[config.mk]
export PLATFORM = sky130hd
export DESIGN_NAME = xadc_drp_scheduler
export DESIGN_NICKNAME = d
export VERILOG_FILES = /design/src/rtl/xadc_drp_scheduler.sv
export SDC_FILE = /design/constraint.sdc
export NUM_CORES = 1
export LEC_CHECK = 0
export ABC_CLOCK_PERIOD_IN_PS = 2100
export CORE_ASPECT_RATIO = 2
export CORE_MARGIN = 2
export CORE_UTILIZATION = 40
export CTS_CLUSTER_DIAMETER = 120
export DETAILED_ROUTE_END_ITERATION = 8
export DONT_BUFFER_PORTS = 1
export GPL_TIMING_DRIVEN = 0
export PLACE_DENSITY_LB_ADDON = 0.25
export SLEW_MARGIN = 20
export SYNTH_ARGS = -nofsm -noshare
export SYNTH_HDL_FRONTEND = slang
export SYNTH_SLANG_ARGS = --single-unit
[constraint.sdc]
create_clock -name clk210_p -period 2.1 [get_ports clk210_p]
set_input_delay 0.42 -clock clk210_p [delete_from_list [all_inputs] [get_ports clk210_p]]
set_output_delay 0.42 -clock clk210_p [all_outputs]
set_load 0.1 [all_outputs]
[src/rtl/xadc_drp_scheduler.sv]
// xadc_drp_scheduler
//
// Single owner of the XADC dynamic reconfiguration port. Two requesters share it:
//   - an EOC-driven poller that reads die temperature, VCCINT and VCCAUX in turn.
//   - a host register-access port. The host wins when both are waiting.
// The latest 12-bit code of each status channel is held for the telemetry path.
//
// Optional build macro: XADC_SCHED_OVERTEMP_EN adds the overtemp_p output. It is
// set at a temperature code >= 12'hB5F and cleared below 12'hB0D. Between the two
// thresholds it holds its value.
//
// Ports:
//   clk210_p                 system clock, also the XADC dclk
//   reset_n_p                asynchronous active-low reset
//   eoc_p                    XADC end-of-conversion pulse, requests one poll
//   drp_do_p/drp_drdy_p      DRP read data and data-ready
//   drp_daddr_p/drp_den_p/drp_dwe_p/drp_di_p
//                            DRP address, enable pulse, write enable, write data
//   host_req_p               host request level, held until host_ack_p
//   host_we_p/host_addr_p/host_wdata_p
//                            host direction, address and write data
//   host_ack_p/host_err_p/host_rdata_p
//                            completion pulse, timeout flag, read data
//   temp_p/vccint_p/vccaux_p latest status codes, {4'd0, do[15:4]}
//   upd_p                    one-cycle pulse on any status register update
//   timeout_cnt_p            saturating count of DRP timeouts
//   busy_p                   a transaction is in progress
module xadc_drp_scheduler #(
  parameter int unsigned TIMEOUT_CYCLES = 64,
  parameter logic [6:0]  TEMP_ADDR      = 7'h00,
  parameter logic [6:0]  VCCINT_ADDR    = 7'h01,
  parameter logic [6:0]  VCCAUX_ADDR    = 7'h02
) (
  input  logic        clk210_p,
  input  logic        reset_n_p,
  input  logic        eoc_p,
  input  logic [15:0] drp_do_p,
  input  logic        drp_drdy_p,
  output logic [6:0]  drp_daddr_p,
  output logic        drp_den_p,
  output logic        drp_dwe_p,
  output logic [15:0] drp_di_p,
  input  logic        host_req_p,
  input  logic        host_we_p,
  input  logic [6:0]  host_addr_p,
  input  logic [15:0] host_wdata_p,
  output logic        host_ack_p,
  output logic        host_err_p,
  output logic [15:0] host_rdata_p,
  output logic [15:0] temp_p,
  output logic [15:0] vccint_p,
  output logic [15:0] vccaux_p,
  output logic        upd_p,
  output logic [7:0]  timeout_cnt_p,
  output logic        busy_p
`ifdef XADC_SCHED_OVERTEMP_EN
  ,
  output logic        overtemp_p
`endif
);

  typedef enum logic [1:0] {
    IDLE  = 2'd0,
    ISSUE = 2'd1,
    WAIT  = 2'd2
  } state_t;

  // The last WAIT cycle that can still accept drdy.
  localparam logic [7:0] TIMER_LAST = 8'(TIMEOUT_CYCLES - 1);

  state_t     state;
  logic       host_owner;
  logic       host_write;
  logic [1:0] slot;
  logic       pending;
  logic [7:0] timer;
  logic       start_host;
  logic       start_poll;

  assign start_host = (state == IDLE) && host_req_p;
  assign start_poll = (state == IDLE) && !host_req_p && pending;
  assign busy_p     = (state != IDLE);

  function automatic logic [6:0] slot_addr(input logic [1:0] s);
    case (s)
      2'd0:    slot_addr = TEMP_ADDR;
      2'd1:    slot_addr = VCCINT_ADDR;
      default: slot_addr = VCCAUX_ADDR;
    endcase
  endfunction

  // XADC status registers are MSB-justified 12-bit codes.
  function automatic logic [15:0] status_code(input logic [15:0] d);
    status_code = {4'd0, d[15:4]};
  endfunction

`ifdef XADC_SCHED_OVERTEMP_EN
  localparam logic [11:0] OT_SET = 12'hB5F;
  localparam logic [11:0] OT_CLR = 12'hB0D;

  function automatic logic next_overtemp(input logic [11:0] code, input logic cur);
    if (code >= OT_SET)
      next_overtemp = 1'b1;
    else if (code < OT_CLR)
      next_overtemp = 1'b0;
    else
      next_overtemp = cur;
  endfunction
`endif

  always_ff @(posedge clk210_p or negedge reset_n_p) begin
    if (!reset_n_p) begin
      state         <= IDLE;
      host_owner    <= 1'b0;
      host_write    <= 1'b0;
      slot          <= 2'd0;
      pending       <= 1'b0;
      timer         <= 8'd0;
      drp_daddr_p   <= 7'd0;
      drp_den_p     <= 1'b0;
      drp_dwe_p     <= 1'b0;
      drp_di_p      <= 16'd0;
      host_ack_p    <= 1'b0;
      host_err_p    <= 1'b0;
      host_rdata_p  <= 16'd0;
      temp_p        <= 16'd0;
      vccint_p      <= 16'd0;
      vccaux_p      <= 16'd0;
      upd_p         <= 1'b0;
      timeout_cnt_p <= 8'd0;
`ifdef XADC_SCHED_OVERTEMP_EN
      overtemp_p    <= 1'b0;
`endif
    end else begin
      drp_den_p  <= 1'b0;
      drp_dwe_p  <= 1'b0;
      host_ack_p <= 1'b0;
      host_err_p <= 1'b0;
      upd_p      <= 1'b0;

      // An EOC arriving on the issue cycle must not be lost, so set wins over clear.
      if (eoc_p)
        pending <= 1'b1;
      else if (start_poll)
        pending <= 1'b0;

      case (state)
        IDLE: begin
          // The DRP outputs double as the latched transaction. They hold between transactions.
          if (start_host) begin
            host_owner  <= 1'b1;
            host_write  <= host_we_p;
            drp_daddr_p <= host_addr_p;
            drp_di_p    <= host_wdata_p;
            drp_dwe_p   <= host_we_p;
            drp_den_p   <= 1'b1;
            state       <= ISSUE;
          end else if (start_poll) begin
            host_owner  <= 1'b0;
            host_write  <= 1'b0;
            drp_daddr_p <= slot_addr(slot);
            drp_den_p   <= 1'b1;
            state       <= ISSUE;
          end
        end

        ISSUE: begin
          state <= WAIT;
          timer <= 8'd0;
        end

        WAIT: begin
          if (drp_drdy_p) begin
            state <= IDLE;
            if (host_owner) begin
              host_ack_p <= 1'b1;
              if (!host_write)
                host_rdata_p <= drp_do_p;
            end else begin
              upd_p <= 1'b1;
              case (slot)
                2'd0: begin
                  temp_p <= status_code(drp_do_p);
`ifdef XADC_SCHED_OVERTEMP_EN
                  overtemp_p <= next_overtemp(drp_do_p[15:4], overtemp_p);
`endif
                end
                2'd1:    vccint_p <= status_code(drp_do_p);
                default: vccaux_p <= status_code(drp_do_p);
              endcase
              slot <= (slot == 2'd2) ? 2'd0 : slot + 2'd1;
            end
          end else if (timer == TIMER_LAST) begin
            // Abort. A failed poll keeps its slot and waits for the next EOC.
            state <= IDLE;
            if (timeout_cnt_p != 8'hFF)
              timeout_cnt_p <= timeout_cnt_p + 8'd1;
            if (host_owner) begin
              host_ack_p <= 1'b1;
              host_err_p <= 1'b1;
            end
          end else begin
            timer <= timer + 8'd1;
          end
        end

        default: state <= IDLE;
      endcase
    end
  end

endmodule

**After elaboration in Yosys (flattened, before gate mapping)**

Index checks and enable logic that the tools add are counted.

- Muxes and demuxes: 30
- Reductions and logical operators: 21
- Shift operators: 0
- $add $sub $neg: 3
- Eq/ne operators: 10
- Div/mod/pow operators: 0
- $lt $le $gt $ge: 0
- Multipliers: 0
- Bitwise gates (word level): 4

Operator list:

| operator | count |
|---|---|
| $reduce_and 4->1 | 5 |
| $mux 1 | 18 |
| $add 8x1->8 const B | 2 |
| $mux 8 | 2 |
| $pmux 8 s2 | 1 |
| $mux 7 | 2 |
| $mux 2 | 5 |
| $eq 8x6->1 const B | 1 |
| $ne 8x8->1 const B | 1 |
| $reduce_bool 2->1 | 4 |
| $ne 3x3->1 const B | 2 |
| $pmux 2 s3 | 1 |
| $reduce_and 2->1 | 3 |
| $reduce_and 3->1 | 2 |
| $eq 2x1->1 const B | 2 |
| $eq 2x2->1 const B | 2 |
| $logic_not 2->1 | 2 |
| $ne 2x2->1 const B | 2 |
| $not 1->1 | 4 |
| $pmux 2 s2 | 1 |
| $logic_and 1x1->1 | 3 |
| $add 2x1->2 const B | 1 |
| $reduce_or 2->1 | 1 |
| $logic_not 1->1 | 1 |

- Output and inout port bits: 101
- Input bits: 45
- Memories kept: 0
- Bits in latches: 0
- Word-level logic and storage cells: 86
- Register bits after elaboration: 103
- Memory bits (read-only): 0
- RAM bits: 0

**Longest topological paths before layout**

Gate-level depths: netlist of the first run.

- Word-level depth: 6
- Mapped depth: 7
- Gate-level depth less buffers: 5

**Least setup slack after synthesis of the first run**

OpenSTA, ideal clock, no wires.

- Kind: register -> register
- Start point: register timeout_cnt_p[0]
- End point: register timeout_cnt_p[1]
- Period minus slack after synthesis: 2.223 ns
- Stages on the path, launching flop included: 6
- Data required time: 1.974 ns
- Slack: -0.123 ns
- Setup time: 0.126 ns
- Buffers on the path: 0
- Arrival time: 2.097 ns
- Path through: dfrtp_1 -> ha_1 -> nand3_1 -> nor2_1 -> nor2_1 -> mux2_2

- Cells in the longest elaborated chain, start to end: 2
- Elaborated cells on any way between the ends: 3
- Classes of those cells: 1 x add/sub; 1 x eq/ne; 1 x reduce/logical

RTL lines:

| item | RTL line | RTL |
|---|---|---|
| start: declaration | 54 | `output logic [7:0] timeout_cnt_p,` |
| start signal: assignment | 197 | `timeout_cnt_p <= timeout_cnt_p + 8'd1;` |
| parallel branches: the longest is 2 deep, another holds $add 8x1->8 | -- |  |

Parallel ways; which one is timed is not known.
A chain may end at the register's enable or synchronous reset.

**Final worst setup path of the first run**

- Start point: register state[0]
- End point: register timeout_cnt_p[1]

- Cells in the longest elaborated chain, start to end: 2

RTL lines:

| item | RTL line | RTL |
|---|---|---|
| start: declaration | 71 | `state_t state;` |
| start signal: assignment | 113 | `state <= IDLE;` |
| start signal: assignment | 157 | `state <= ISSUE;` |
| start signal: assignment | 163 | `state <= ISSUE;` |
| $eq 2x2->1 | 147 | `case (state)` |
| $reduce_and 4->1 (no source line) | -- |  |

Every way passes these cells.

==> insert_results.sql, run 1 <==
INSERT INTO impl_metrics (metric_group, metric, value, unit) VALUES
('outcome', 'status', 'complete, but fails checks', ''),
('outcome', 'failed_checks', 'hold timing, setup timing', ''),
('worst_hold_path', 'hold_class', 'input port to async pin', ''),
('sta', 'final_period_util', '101', '%'),
('critical_path', 'slowest_stage', 'sky130_fd_sc_hd__or4b_4', ''),
('sta', 'setup_slack', '-0.0111', 'ns'),
('global_route', 'pin_count_of_the_biggest_net_entering_global_routing', '104', ''),
('yosys', 'instance_count_of_the_mapped_netlist', '301', ''),
('critical_path', 'cp_max_fo', '6', ''),
('detailed_routing', 'ant_nets', '0', ''),
('clock_tree', 'clockBufferDepth', '2', ''),
('sta', 'maxSlewHeadroom', '37.6', '%'),
('global_route', 'gr-total-overflow', '0', ''),
('yosys', 'syn_avg_cell_area', '13.8', 'um^2'),
('critical_path', 'start_kind', 'flip-flop', ''),
('sta', 'tightestPinTransition', '0.936', 'ns'),
('placement', 'port_buffers', '0', ''),
('critical_path', 'timing.critical_path.to_type', 'flip-flop', ''),
('floorplanning', 'initial_core_util', '41.0', '%'),
('finish', 'diodes', '0', ''),
('critical_path', 'rr_worst_depth', '4', ''),
('floorplanning', 'io-pin-count', '146', ''),
('sta', 'fin_hold_ws', '-0.228', 'ns'),
('yosys', 'ys_ff_latch', '103', ''),
('yosys', 'synthDominantCellAreaShare', '61.9', '%'),
('finish', 'areaGrowthSynthToFinish', '15.4', '%'),
('detailed_routing', 'drtIter0Drc', '117', ''),
('floorplanning', 'core_region', '10100', 'um^2'),
('yosys', 'most_used_flip_flop_cell_after_synthesis', 'sky130_fd_sc_hd__dfrtp_1', ''),
('detailed_routing', 'detail_route.first_pass.iterations', '4', ''),
('global_route', 'grt_use_met3', '5.22', '%'),
('floorplanning', 'die_h', '148', 'um'),
('job', 'timing.max_cap.violations', '0', ''),
('critical_path', 'timing_worst_setup_path_type', 'flip-flop to flip-flop', ''),
('global_route', 'grt_first_pass_wirelength', '14400', 'um'),
('sta', 'setup_viol', '1', ''),
('critical_path', 'reg2reg_slack', '-0.01', 'ns'),
('sta', 'timing_max_transition_violations_final', '0', ''),
('global_route', 'antenna_found_initial', '0', ''),
('floorplanning', 'fp.dieArea', '11300', 'um^2'),
('critical_path', 'timing.critical_path.required', '2.32', 'ns'),
('yosys', 'number_of_enable_type_register_cells_in_the_synthesized_netlist', '0', ''),
('sta', 'highest_clock_rate', '474', 'MHz'),
('yosys', 'synth-warning-count', '0', ''),
('clock_tree', 'htree_levels', '3', ''),
('finish', 'design_area', '4800', 'um^2'),
('global_route', 'grt_pass1_vias', '2654', ''),
('critical_path', 'capture_instance_of_the_worst_register_to_register_path', 'timeout_cnt_p[1]$_DFFE_PN0P_', ''),
('finish', 'stdcell_count', '466', ''),
('clock_tree', 'clk_tree_root_cell', 'sky130_fd_sc_hd__clkbuf_16', ''),
('finish', 'share_of_post_route_cells_with_drive_strength_above_1', '41.1', '%'),
('yosys', 'synth_common_cells', 'sky130_fd_sc_hd__dfrtp_1, sky130_fd_sc_hd__mux2_2, sky130_fd_sc_hd__nand2_1', ''),
('sta', 'clock-skew-final', '0.0128', 'ns'),
('clock_tree', 'cts_tree', 'built', ''),
('placement', 'dpl_worst_slack', '-0.358', 'ns'),
('clock_tree', 'clock_latency_reported_for_the_late_side_of_the_worst_skew_pair', '0.34', 'ns'),
('yosys', 'synth_cell_type_count', '41', ''),
('detailed_routing', 'drcViolationCount', '0', ''),
('yosys', 'synth_top_area_cell', 'sky130_fd_sc_hd__dfrtp_1', ''),
('detailed_routing', 'routed_wire_length_per_instance', '19.3', 'um'),
('detailed_routing', 'route.final.wire_length', '9010', 'um'),
('sta', 'rsz0062_at_grt', 'yes', ''),
('global_route', 'use_met1', '16.4', '%'),
('placement', 'detailed_place.area', '4390', 'um^2'),
('critical_path', 'cell_by_cell_trace_of_the_critical_path', 'or4b_4 > or4_4 > nor2_4 > mux2_4', ''),
('critical_path', 'worstReg2RegStart', 'state[0]$_DFFE_PN0P_', ''),
('global_route', 'grtUsageMet2', '30.9', '%'),
('floorplanning', 'die-width', '76.1', 'um'),
('critical_path', 'critPathMaxStageDelay', '0.54', 'ns'),
('yosys', 'mappedNetlistArea', '4160', 'um^2'),
('sta', 'final_hold_viol_count', '103', '');
## routing by layer
| metal | up-vias | part of all wire, % |
|---|---|---|
| met1 | 1237 | 35 |
| li1 | 1087 | - |
| met4 | 0 | 2.6 |
| met2 | 90 | 56 |
| met5 | - | 0 |
| met3 | 17 | 6.3 |
## worst max path at each step
stage	startpoint	end	slack [ns]	depth (start not counted)
5_1_grt	state[0]$_DFFE_PN0P_	timeout_cnt_p[1]$_DFFE_PN0P_	-0.06	4
3_5_place_dp	state[0]$_DFFE_PN0P_	host_rdata_p[11]$_DFFE_PN0P_	-0.36	5
4_1_cts	timer[6]$_DFFE_PN0P_	timeout_cnt_p[1]$_DFFE_PN0P_	-0.07	4
2_1_floorplan	state[0]$_DFFE_PN0P_	timeout_cnt_p[1]$_DFFE_PN0P_	-0.03	6
3_3_place_gp	state[0]$_DFFE_PN0P_	host_rdata_p[3]$_DFFE_PN0P_	-0.36	5
6_report	state[0]$_DFFE_PN0P_	timeout_cnt_p[1]$_DFFE_PN0P_	-0.01	4
## cell usage in the layout (no fill, tap or decap), drive strengths merged, types with 5 or more instances in the layout
| cell type | count |
|---|---|
| nor4 | 5 |
| o21ai | 7 |
| clkbuf | 14 |
| conb | 12 |
| nand2 | 20 |
| xor2 | 6 |
| inv | 8 |
| dfrtp | 103 |
| nand3 | 6 |
| mux2 | 69 |
| a22o | 5 |
| nor2 | 6 |
| buf | 21 |
| a21oi | 6 |
## registers in the layout, indices dropped and copies added (netlist names), 2 cells and up
name,flops
drp_daddr_p,7
drp_di_p,16
host_rdata_p,16
slot,2
state,2
temp_p,12
timeout_cnt_p,8
timer,8
vccaux_p,12
vccint_p,12
## critical path, delay by kind of cell, from the launching register on
kind,cells,cell delay [ns]
flops,1,0.43
mux,1,0.31
simple gates,3,1.25
## cell families after synthesis
kind of cell,after synthesis,share of synthesized area (%)
flops,103,61.9
mux,73,19.6
simple gates,62,8.60
buf+inv,28,3.85
compound gates,25,3.85
xor+xnor,7,1.47
fa+ha+maj,2,0.601
other cells,1,0.0901
## per-stage QoR
stage	util [%]	setup TNS (ns)
2_1_floorplan	-	-0.0300
3_3_place_gp	43.3	-12.22
3_5_place_dp	43.3	-12.91
4_1_cts	46.9	-0.471
5_1_grt	47.3	-0.125
6_report	47.3	-0.0111
## layout make-up
cell class / instances / area, um^2
sequential: 103 / 2600
clock buffer: 9 / 225
timing repair buffer: 7 / 52.6
fill: 944 / 5350
inverter: 6 / 22.5
clock inverter: 6 / 53.8
buffer: 19 / 144
tap: 135 / 169
multi-input combinational: 181 / 1540
## timing repair
item	in CTS	in global routing
pin swaps	5	4
setup endpoints to repair	61	59
buffers inserted	4	3
resized for setup	28	9
endpoints found under the hold margin	103	103
Power of run 1 is left out: the tool's default activity adds up to more than one toggle a clock period on the data nets, which glitch-free logic cannot reach.
==> run 2, diff against run 1 <==
--- a/config.mk
+++ b/config.mk
@@ -7,7 +7,6 @@
 export LEC_CHECK = 0
 export ABC_CLOCK_PERIOD_IN_PS = 2100
 export CORE_ASPECT_RATIO = 2
-export CORE_MARGIN = 2
 export CORE_UTILIZATION = 40
 export CTS_CLUSTER_DIAMETER = 120
 export DETAILED_ROUTE_END_ITERATION = 8
==> run 2 against run 1 <==
Wire length shrank 1.7%. Register-to-register slack gained 0.06 ns. Highest routed layer unchanged. Cell area grew 0.52%. Clock skew shrank 0.0073 ns. The run ends with hold timing left. Die area shrank 3.9%. Critical path depth is the same.
==> insert_results.sql, run 2 (synthesized netlist as in run 1, its figures left out) <==
INSERT INTO impl_metrics (metric_group, metric, value, unit) VALUES
('outcome', 'status', 'complete, but fails checks', ''),
('outcome', 'failed_checks', 'hold timing', ''),
('finish', 'share_of_post_route_cells_with_drive_strength_above_1', '41.4', '%'),
('critical_path', 'timing.critical_path.required', '2.33', 'ns'),
('detailed_routing', 'ant_nets', '0', ''),
('critical_path', 'startpoint', 'state[0]$_DFFE_PN0P_', ''),
('detailed_routing', 'vias', '2396', ''),
('critical_path', 'rr_worst_depth', '4', ''),
('global_route', 'grt_first_pass_wirelength', '13900', 'um'),
('floorplanning', 'placementRows', '52', ''),
('global_route', 'grt_use_met3', '5.24', '%'),
('sta', 'finalSetupTns', '0', 'ns'),
('clock_tree', 'cts_tree', 'built', ''),
('sta', 'period_needed', '2.05', 'ns'),
('floorplanning', 'initial_core_util', '41.3', '%'),
('finish', 'fin_nets', '373', ''),
('job', 'timing.max_cap.violations', '0', ''),
('sta', 'highest_clock_rate', '488', 'MHz'),
('clock_tree', 'clk_tree_root_cell', 'sky130_fd_sc_hd__clkbuf_16', ''),
('finish', 'fillers', '913', ''),
('global_route', 'grtUsageMet2', '30.4', '%'),
('floorplanning', 'fp.dieArea', '10800', 'um^2'),
('clock_tree', 'clkTransAtPathRegs', '0.07', 'ns'),
('critical_path', 'reg2reg_slack', '0.05', 'ns'),
('clock_tree', 'clock_latency_reported_for_the_late_side_of_the_worst_skew_pair', '0.34', 'ns'),
('placement', 'dp_wirelength', '6300', 'um'),
('sta', 'setup_viol', '0', ''),
('clock_tree', 'clockBufferDepth', '2', ''),
('sta', 'clock-skew-final', '0.00550', 'ns'),
('critical_path', 'cp_data_arrival_time', '2.27', 'ns'),
('critical_path', 'cp_max_fo', '6', ''),
('placement', 'routabilityCongestion', '0.832', ''),
('global_route', 'antenna_found_initial', '1', ''),
('placement', 'detailed_place.area', '4390', 'um^2'),
('sta', 'maxSlewHeadroom', '36.9', '%'),
('finish', 'multi_input_area', '1570', 'um^2'),
('finish', 'design_area', '4830', 'um^2'),
('clock_tree', 'cts_num_sinks', '103', ''),
('placement', 'dpl_worst_slack', '-0.403', 'ns'),
('clock_tree', 'htree_levels', '3', ''),
('finish', 'leading_registers_by_flop_count', 'drp_di_p: 16 flops, host_rdata_p: 16 flops', ''),
('detailed_routing', 'drcViolationCount', '0', ''),
('global_route', 'grt_usage', '17.3', '%'),
('floorplanning', 'core_region', '10100', 'um^2'),
('detailed_routing', 'detail_route.first_pass.iterations', '4', ''),
('critical_path', 'setup.worst_path.end', 'timeout_cnt_p[1]$_DFFE_PN0P_', ''),
('critical_path', 'worstReg2RegStart', 'state[0]$_DFFE_PN0P_', ''),
('sta', 'fin_hold_ws', '-0.225', 'ns'),
('global_route', 'gr-total-overflow', '0', ''),
('sta', 'final_period_util', '97.5', '%'),
('sta', 'tightestPinTransition', '0.947', 'ns'),
('detailed_routing', 'drtIter0Drc', '69', ''),
('floorplanning', 'die-width', '74.1', 'um'),
('detailed_routing', 'routed_wire_length_per_instance', '19.0', 'um'),
('sta', 'timing_max_transition_violations_final', '0', ''),
('sta', 'setup_slack', '0.0528', 'ns'),
('global_route', 'use_met1', '18.3', '%'),
('placement', 'port_buffers', '0', ''),
('floorplanning', 'die_h', '146', 'um'),
('critical_path', 'capture_instance_of_the_worst_register_to_register_path', 'timeout_cnt_p[1]$_DFFE_PN0P_', ''),
('finish', 'areaGrowthSynthToFinish', '16.0', '%'),
('sta', 'final_hold_viol_count', '103', ''),
('critical_path', 'start_kind', 'flip-flop', ''),
('finish', 'area.sequential', '2600', 'um^2'),
('global_route', 'grt_pass1_vias', '2589', ''),
('finish', 'most-common-layout-cells', 'sky130_fd_sc_hd__dfrtp_1, sky130_fd_sc_hd__mux2_2, sky130_fd_sc_hd__nand2_1, sky130_fd_sc_hd__buf_4', ''),
('global_route', 'grt_busiest_layer', 'met2', ''),
('worst_hold_path', 'hold_class', 'input port to async pin', ''),
('global_route', 'pin_count_of_the_biggest_net_entering_global_routing', '104', ''),
('clock_tree', 'cts_inserted_buffers', '9', ''),
('sta', 'rsz0062_at_grt', 'no', ''),
('finish', 'mostFrequentLayoutCell', 'sky130_fd_sc_hd__dfrtp_1', ''),
('floorplanning', 'io-pin-count', '146', ''),
('detailed_routing', 'avgViaCountPerCell', '5.13', ''),
('critical_path', 'timing_worst_setup_path_type', 'flip-flop to flip-flop', ''),
('critical_path', 'timing.critical_path.to_type', 'flip-flop', ''),
('detailed_routing', 'route.final.wire_length', '8850', 'um');
-- run 2: critical path, stage by stage (launching register included) --
cell and delay, ns:
sky130_fd_sc_hd__dfrtp_2 0.43, sky130_fd_sc_hd__or4b_4 0.52, sky130_fd_sc_hd__or4_4 0.55, sky130_fd_sc_hd__nor2_4 0.14, sky130_fd_sc_hd__mux2_4 0.30
-- run 2: layer usage --
| layer | part of all wire, % | routed length [um] |
|---|---|---|
| met5 | 0 | 0 |
| met4 | 2.5 | 220 |
| met3 | 6.1 | 539 |
| met1 | 35 | 3100 |
| met2 | 56 | 5000 |
-- run 2: worst min path at each step --
stage / cells past startpoint / startpoint / to
floorplan: 0 / reset_n_p / drp_daddr_p[0]$_DFFE_PN0P_
global placement: 0 / reset_n_p / temp_p[11]$_DFFE_PN0P_
CTS: 0 / reset_n_p / host_rdata_p[9]$_DFFE_PN0P_
finish: 0 / reset_n_p / temp_p[7]$_DFFE_PN0P_
global route: 0 / reset_n_p / host_rdata_p[9]$_DFFE_PN0P_
detailed placement: 0 / reset_n_p / temp_p[0]$_DFFE_PN0P_
-- run 2: layout make-up --
type / count / area share, %
Tap cell: 135 / 3.50
Timing Repair Buffer: 6 / 0.933
Multi-Input combinational cell: 181 / 32.5
Inverter: 6 / 0.544
Sequential cell: 103 / 53.8
Clock buffer: 10 / 4.74
Clock inverter: 6 / 0.985
Buffer: 19 / 2.98
Antenna cell: 1 / 0.0518
-- run 2: repair_timing --
| item | 4_1_cts | 5_1_grt |
|---|---|---|
| cloned | 0 | 0 |
| pin swaps | 8 | 1 |
| endpoints found under the hold margin | 103 | 103 |
| setup buffers | 6 | 0 |
| resized for setup | 35 | 7 |
| endpoints found under the setup margin | 59 | 42 |
-- run 2: metrics by stage --
| step | hold slack [ns] | util [%] | std cells |
|---|---|---|---|
| 2_1_floorplan | 0.124 | - | 312 |
| 3_5_place_dp | 0.128 | 43.5 | 447 |
| 3_3_place_gp | 0.128 | 43.5 | 447 |
| 5_1_grt | -0.252 | 47.9 | 467 |
| 6_report | -0.225 | 47.9 | 467 |
| 4_1_cts | -0.242 | 47.7 | 467 |
Power of run 2 is left out for the same reason.
==> run 3, diff against run 2 <==
==> config.mk (replaced) <==
export PLATFORM = sky130hd
export DESIGN_NAME = xadc_drp_scheduler
export DESIGN_NICKNAME = d
export VERILOG_FILES = /design/src/rtl/xadc_drp_scheduler.sv
export SDC_FILE = /design/constraint.sdc
export NUM_CORES = 1
export LEC_CHECK = 0
export CORE_ASPECT_RATIO = 2
export CORE_UTILIZATION = 40
export DETAILED_ROUTE_END_ITERATION = 8
export DONT_BUFFER_PORTS = 1
export GPL_TIMING_DRIVEN = 0
export PLACE_DENSITY_LB_ADDON = 0.25
export SYNTH_ARGS = -nofsm -noshare
export SYNTH_HDL_FRONTEND = slang
export SYNTH_SLANG_ARGS = --single-unit
==> results of run 3 <==
No change in the layout: final DEF, timing and power equal those of run 2.
Power of run 3 is left out for the same reason.
